**src/rtl/aes_mem_pkg.sv**
```systemverilog
// rtl/aes_mem_pkg.sv - shared types and constants for the AES RAM block master
package aes_mem_pkg;

  // 128-bit AES block carried as four 32-bit RAM words
  localparam int WORDS_PER_BLK = 4;
  // on-chip RAM returns read data one cycle after the address
  localparam int RD_LAT        = 1;
  localparam int BLK_W         = 128;

  typedef enum logic [2:0] {
    ST_IDLE,
    ST_RD,
    ST_PT,
    ST_CT,
    ST_WR,
    ST_DONE
  } state_e;

  // Word k of a block; word 0 is the most significant (big-endian across words)
  function automatic logic [31:0] blk_word(input logic [BLK_W-1:0] blk, input logic [1:0] k);
    logic [31:0] w;
    case (k)
      2'd0:    w = blk[127:96];
      2'd1:    w = blk[95:64];
      2'd2:    w = blk[63:32];
      default: w = blk[31:0];
    endcase
    return w;
  endfunction

  // Replace word k of a block, same word ordering as blk_word
  function automatic logic [BLK_W-1:0] blk_put(input logic [BLK_W-1:0] blk, input logic [1:0] k,
                                               input logic [31:0] w);
    logic [BLK_W-1:0] r;
    r = blk;
    case (k)
      2'd0:    r[127:96] = w;
      2'd1:    r[95:64]  = w;
      2'd2:    r[63:32]  = w;
      default: r[31:0]   = w;
    endcase
    return r;
  endfunction

endpackage

```
**src/rtl/aes_mem_block_master.sv**
```systemverilog
// rtl/aes_mem_block_master.sv - RAM-to-AES-to-RAM block mover, one block in flight
module aes_mem_block_master
  import aes_mem_pkg::*;
#(
  parameter int ADDR_W    = 13,
  parameter int DATA_W    = 32,
  parameter int BLK_CNT_W = 12
) (
  input  logic                 clk,
  input  logic                 reset_n,
  input  logic                 start,
  input  logic [ADDR_W-1:0]    src_addr,
  input  logic [ADDR_W-1:0]    dst_addr,
  input  logic [BLK_CNT_W-1:0] num_blocks,
  output logic                 busy,
  output logic                 done,
  output logic [ADDR_W-1:0]    avm_address,
  output logic                 avm_chipselect,
  output logic                 avm_write,
  output logic [3:0]           avm_byteenable,
  output logic [DATA_W-1:0]    avm_writedata,
  output logic                 avm_clken,
  input  logic [DATA_W-1:0]    avm_readdata,
  output logic                 pt_valid,
  input  logic                 pt_ready,
  output logic [BLK_W-1:0]     pt_data,
  input  logic                 ct_valid,
  output logic                 ct_ready,
  input  logic [BLK_W-1:0]     ct_data
);

  // RD runs one cycle longer than the word count to absorb the read latency
  localparam logic [2:0]        RD_LAST    = 3'(WORDS_PER_BLK + RD_LAT - 1);
  localparam logic [2:0]        LAST_WORD  = 3'(WORDS_PER_BLK - 1);
  localparam logic [ADDR_W-1:0] BLK_STRIDE = ADDR_W'(WORDS_PER_BLK);

  state_e               state_q, state_d;
  logic [2:0]           cnt_q, cnt_d;
  logic [ADDR_W-1:0]    src_q, src_d;
  logic [ADDR_W-1:0]    dst_q, dst_d;
  logic [BLK_CNT_W-1:0] rem_q, rem_d;
  logic [BLK_W-1:0]     pt_q, pt_d;
  logic [BLK_W-1:0]     ct_q, ct_d;
  logic [ADDR_W-1:0]    addr_q, addr_d;
  logic                 cs_q, cs_d;
  logic                 wr_q, wr_d;
  logic [3:0]           be_q, be_d;
  logic [DATA_W-1:0]    wdata_q, wdata_d;
  logic                 ptv_q, ptv_d;
  logic                 ctr_q, ctr_d;
  logic                 busy_q, busy_d;
  logic                 done_q, done_d;

  // Next-state and next-output logic; bus outputs are decided one cycle ahead so they leave flops
  always_comb begin
    state_d = state_q;
    cnt_d   = cnt_q;
    src_d   = src_q;
    dst_d   = dst_q;
    rem_d   = rem_q;
    pt_d    = pt_q;
    ct_d    = ct_q;
    addr_d  = addr_q;
    cs_d    = 1'b0;
    wr_d    = 1'b0;
    wdata_d = '0;
    ptv_d   = 1'b0;
    ctr_d   = 1'b0;

    unique case (state_q)
      ST_IDLE: begin
        if (start) begin
          src_d = src_addr;
          dst_d = dst_addr;
          rem_d = num_blocks;
          cnt_d = '0;
          if (num_blocks != '0) begin
            state_d = ST_RD;
            addr_d  = src_addr;
            cs_d    = 1'b1;
          end else begin
            state_d = ST_DONE;
          end
        end
      end

      ST_RD: begin
        // cycle c>0 returns the word addressed in cycle c-1
        if (cnt_q != 3'd0) begin
          pt_d = blk_put(pt_q, cnt_q[1:0] - 2'd1, avm_readdata);
        end
        if (cnt_q < LAST_WORD) begin
          cs_d   = 1'b1;
          addr_d = src_q + ADDR_W'(cnt_q) + ADDR_W'(1);
        end
        if (cnt_q == RD_LAST) begin
          state_d = ST_PT;
          cnt_d   = '0;
          src_d   = src_q + BLK_STRIDE;
          ptv_d   = 1'b1;
        end else begin
          cnt_d = cnt_q + 3'd1;
        end
      end

      ST_PT: begin
        ptv_d = 1'b1;
        if (pt_ready) begin
          state_d = ST_CT;
          ptv_d   = 1'b0;
          ctr_d   = 1'b1;
        end
      end

      ST_CT: begin
        ctr_d = 1'b1;
        if (ct_valid) begin
          ct_d    = ct_data;
          state_d = ST_WR;
          ctr_d   = 1'b0;
          cnt_d   = '0;
          cs_d    = 1'b1;
          wr_d    = 1'b1;
          addr_d  = dst_q;
          // ct_q is only loaded at this edge, so word 0 comes straight from the input
          wdata_d = blk_word(ct_data, 2'd0);
        end
      end

      ST_WR: begin
        if (cnt_q < LAST_WORD) begin
          cs_d    = 1'b1;
          wr_d    = 1'b1;
          addr_d  = dst_q + ADDR_W'(cnt_q) + ADDR_W'(1);
          wdata_d = blk_word(ct_q, cnt_q[1:0] + 2'd1);
          cnt_d   = cnt_q + 3'd1;
        end else begin
          dst_d = dst_q + BLK_STRIDE;
          rem_d = rem_q - BLK_CNT_W'(1);
          cnt_d = '0;
          if (rem_q != BLK_CNT_W'(1)) begin
            state_d = ST_RD;
            cs_d    = 1'b1;
            addr_d  = src_q;
          end else begin
            state_d = ST_DONE;
          end
        end
      end

      ST_DONE: begin
        state_d = ST_IDLE;
      end

      default: begin
        state_d = ST_IDLE;
      end
    endcase

    be_d   = cs_d ? 4'hF : 4'h0;
    busy_d = (state_d == ST_RD) || (state_d == ST_PT) || (state_d == ST_CT) || (state_d == ST_WR);
    done_d = (state_d == ST_DONE);
  end

  // State and output registers; reset abandons any job and silences the bus immediately
  always_ff @(posedge clk or negedge reset_n) begin
    if (!reset_n) begin
      state_q <= ST_IDLE;
      cnt_q   <= '0;
      src_q   <= '0;
      dst_q   <= '0;
      rem_q   <= '0;
      pt_q    <= '0;
      ct_q    <= '0;
      addr_q  <= '0;
      cs_q    <= 1'b0;
      wr_q    <= 1'b0;
      be_q    <= 4'h0;
      wdata_q <= '0;
      ptv_q   <= 1'b0;
      ctr_q   <= 1'b0;
      busy_q  <= 1'b0;
      done_q  <= 1'b0;
    end else begin
      state_q <= state_d;
      cnt_q   <= cnt_d;
      src_q   <= src_d;
      dst_q   <= dst_d;
      rem_q   <= rem_d;
      pt_q    <= pt_d;
      ct_q    <= ct_d;
      addr_q  <= addr_d;
      cs_q    <= cs_d;
      wr_q    <= wr_d;
      be_q    <= be_d;
      wdata_q <= wdata_d;
      ptv_q   <= ptv_d;
      ctr_q   <= ctr_d;
      busy_q  <= busy_d;
      done_q  <= done_d;
    end
  end

  assign busy           = busy_q;
  assign done           = done_q;
  assign avm_address    = addr_q;
  assign avm_chipselect = cs_q;
  assign avm_write      = wr_q;
  assign avm_byteenable = be_q;
  assign avm_writedata  = wdata_q;
  // the RAM is never clock-gated by this master
  assign avm_clken      = 1'b1;
  assign pt_valid       = ptv_q;
  assign pt_data        = pt_q;
  assign ct_ready       = ctr_q;

endmodule

```
**config.mk**
```make
export PLATFORM = sky130hd
export DESIGN_NAME = aes_mem_block_master
export DESIGN_NICKNAME = d
export VERILOG_FILES = /design/src/rtl/aes_mem_pkg.sv /design/src/rtl/aes_mem_block_master.sv
export SDC_FILE = /design/constraint.sdc
export NUM_CORES = 1
export LEC_CHECK = 0
export ABC_AREA = 0
export BUFFER_PORTS_ARGS = -buffer_cell sky130_fd_sc_hd__buf_2
export CAP_MARGIN = 5
export CORE_ASPECT_RATIO = 1.1
export CORE_UTILIZATION = 45
export CTS_CLUSTER_DIAMETER = 80
export DETAILED_ROUTE_END_ITERATION = 12
export PLACE_DENSITY = 0.78
export SYNTH_ARGS = -nofsm -noshare
export SYNTH_HDL_FRONTEND = slang
export SYNTH_SLANG_ARGS = --single-unit
export TNS_END_PERCENT = 100
```
**constraint.sdc**
```tcl
create_clock -name clk -period 5.3 [get_ports clk]
set_clock_uncertainty 0.05 [all_clocks]
set_input_delay 0.53 -clock clk [delete_from_list [all_inputs] [get_ports clk]]
set_output_delay 0.53 -clock clk [all_outputs]
set_load 0.005 [all_outputs]
```
==> flow_summary.ini <==
[run_status]
status = finished clean

[floorplan]
core-area_sq_mm = 0.03354
dieArea_sq_mm = 0.03505
die_w_um = 178.6
fp-row-count = 70
start_util_pct = 46.02
die-height_um = 196.3
ios = 387

[critical_path]
r2r-end = ct_q[65]
rrSetupSlack_ns = 2.28
crit_slowest_cell = dfrtp_1
worst-path-max-fanout = 90
path_common_cell = nand2_1
cp.required_ns = 5.65
cp.arrival_ns = 3.37
cpPeakStageDelay_ns = 0.68
worstReg2RegStart = state_q[0]
critPathCaptureType = flip-flop
r2r_cells = 6
crit_path_cell_trace = and2b_1 -> and2_0 -> nand2_4 -> buf_4 -> nand2_1 -> nand2_1
worst-setup-path-type = flip-flop to flip-flop
startpoint_type = flip-flop

[global_route]
grt_first_pass_wirelength_um = 68400
grt_overflow = 0
grt_max_degree = 140
track_usage_pct = 24.76
grt_antenna_before_repair = 9
grt_pass1_vias = 13010

[detailed_routing]
wire_per_inst_um = 18.52
via_count = 12930
vias_per_cell = 5.527
drc = 0
ant_nets = 0
dr.pass1.iters = 6
finalWirelength_um = 43320
drt_iter0_drc = 1125

[timing]
worst_pin_slew_ns = 1.102
finalSetupViolCount = 0
slew_headroom_pct = 26.35
final.setup.tns_ns = 0
maxSlewViolCount = 0
final.min_clock_period_ns = 3.017
rsz0062_at_grt = false
period_share_pct = 56.92
fmax_ghz = 0.3315
hold_violations = 0

[logic_synthesis]
netlist_instances = 1538
ys.flop_type = dfrtp_1
syn_area_sq_mm = 0.01544
synth.avg_cell_area_sq_um = 10.04
syn-num-nets = 1759
synth-edff-count = 0
ys_seq_area_share_pct = 56.89
synth.area.top_cells = dfrtp_1 57%, nand2_1 11%, mux2_2 9.3%
synth_top_cell_area_share_pct = 56.89
yosys.area.top_type = dfrtp_1
ys_types = 67
async_reset_ff_share_pct = 100.0
ys_ff_latch = 351
yosysWarningCount = 0

[pwr]
vdd_ir_drop_max_mv = 0.2975
powerDensity_mw_per_mm2 = 614.6
p_leak_uw = 0.009396
power.total_uw = 11570

[cells_and_area]
mostFrequentLayoutCells = 444 x nand2_1, 384 x buf_2, 351 x dfrtp_1
layout-drive-gt1-share_pct = 31.57
nets = 2101
syn2layout_area_growth_pct = 21.92
final_util_pct = 56.11
final_common_cell = nand2_1

[place]
dp.final_hpwl_um = 29570
port_buffers = 385
place.gp.congestion = 0.9560

[cts]
cts_max_path_buffers = 3
cts-root-buf = clkbuf_16
cts.sinks = 351
cts_buffers = 37
clk_pin_slew_worst_paths_ns = 0.06
clk_latency_ns = 0.52
h-tree-depth = 2
cts_tree = done

[worst_hold_path]
hold_depth = 3
holdPathEnd = ct_q[25]
min_from = ct_data[25]
hp-class = primary input to flip-flop

[job]
cap_viol_max_count = 0
## where the power goes
part	switching (uW)	internal [uW]	leakage [uW]
sequential	813	3870	0.00432
combinational	2450	1950	0.00450
clock	1030	1460	0.000576
## registers in the layout, indices dropped and copies added (netlist names), 3 cells and up
name	cells
avm_address	13
avm_writedata	32
cnt_q	3
ct_q	128
dst_q	13
pt_data	128
rem_q	12
src_q	13
state_q	3
## cells by family after synthesis
family                   Yosys count  synth area share (%)
AND/OR/NAND/NOR                  626                 16.45
flip-flops                       351                 56.89
AO/OA/AOI/OAI                    284                 11.53
multiplexers                     130                 9.466
buffers and inverters            117                 3.452
adder cells (fa/ha/maj)           18                 1.556
XOR/XNOR                          11                0.6240
other                              1               0.02429
## what timing repair did
item | in CTS | in global routing
setup buffers | 0 | 0
hold buffers | 1 | 0
gates resized for setup | 0 | 0
endpoints found under the hold margin | 77 | 0
setup endpoints to repair | 0 | 0
## metrics by stage
step           setup slack (ns)  area (sq um)  hold WS (ns)  std cells
6_report                  2.283         18820        0.1425       2339
2_1_floorplan             3.007         15440        0.1844       1538
4_1_cts                   2.381         18820        0.1130       2336
3_3_place_gp              2.474         17630        0.4084       2272
3_5_place_dp              2.384         17630        0.4122       2272
5_1_grt                   2.176         18820        0.1292       2338
## area by class of cell
type / count / area (sq um)
diodes: 3 / 7.507
clock buffers: 56 / 1119
clock inverters: 7 / 52.55
fillers: 2899 / 14720
inverters: 15 / 56.30
multi-input cells: 1070 / 6150
flip-flops and latches: 351 / 8783
well taps: 432 / 540.5
repair buffers: 405 / 2115
## critical path: cells and delay by family (launching register included)
kind          cells  cell delay, ns
flops             1            0.68
simple gates      5            1.56
buf+inv           1            0.52
## Yosys cell counts (3+ instances only)
library cell,count
a21oi_1,95
a221oi_1,5
a222oi_1,34
a22oi_1,4
a31oi_1,19
and3_1,3
buf_1,5
buf_2,39
buf_4,5
clkbuf_1,50
dfrtp_1,351
ha_1,16
inv_1,15
mux2_2,128
nand2_1,445
nand2b_1,3
nand3_1,18
nand4_1,6
nor2_1,107
nor2b_1,5
nor3_1,12
nor4_1,4
o211ai_1,9
o21ai_0,79
o22a_1,4
o22ai_1,10
o31ai_1,3
or3_1,4
xnor2_1,4
xor2_1,7
## worst max-delay path by stage
| stage | from | end | slack (ns) | cells after the start |
|---|---|---|---|---|
| 6_report | state_q[0] | ct_q[65] | 2.28 | 6 |
| 5_1_grt | state_q[0] | ct_q[65] | 2.18 | 6 |
| 4_1_cts | state_q[1] | pt_data[10] | 2.38 | 4 |
| 3_5_place_dp | state_q[1] | pt_data[10] | 2.38 | 4 |
| 3_3_place_gp | state_q[0] | ct_q[32] | 2.47 | 6 |
| 2_1_floorplan | cnt_q[0] | avm_address[12] | 3.01 | 9 |
## routing by layer
| layer | vias up | GRT usage, % | wire length (um) |
|---|---|---|---|
| li1 | 5957 | - | - |
| met1 | 6264 | 30.47 | 16980 |
| met2 | 573 | 41.50 | 21060 |
| met3 | 121 | 6.492 | 3761 |
| met4 | 12 | 9.196 | 1446 |
| met5 | - | 0 | 66 |
No activity file was read; power rests on OpenSTA's default activity.
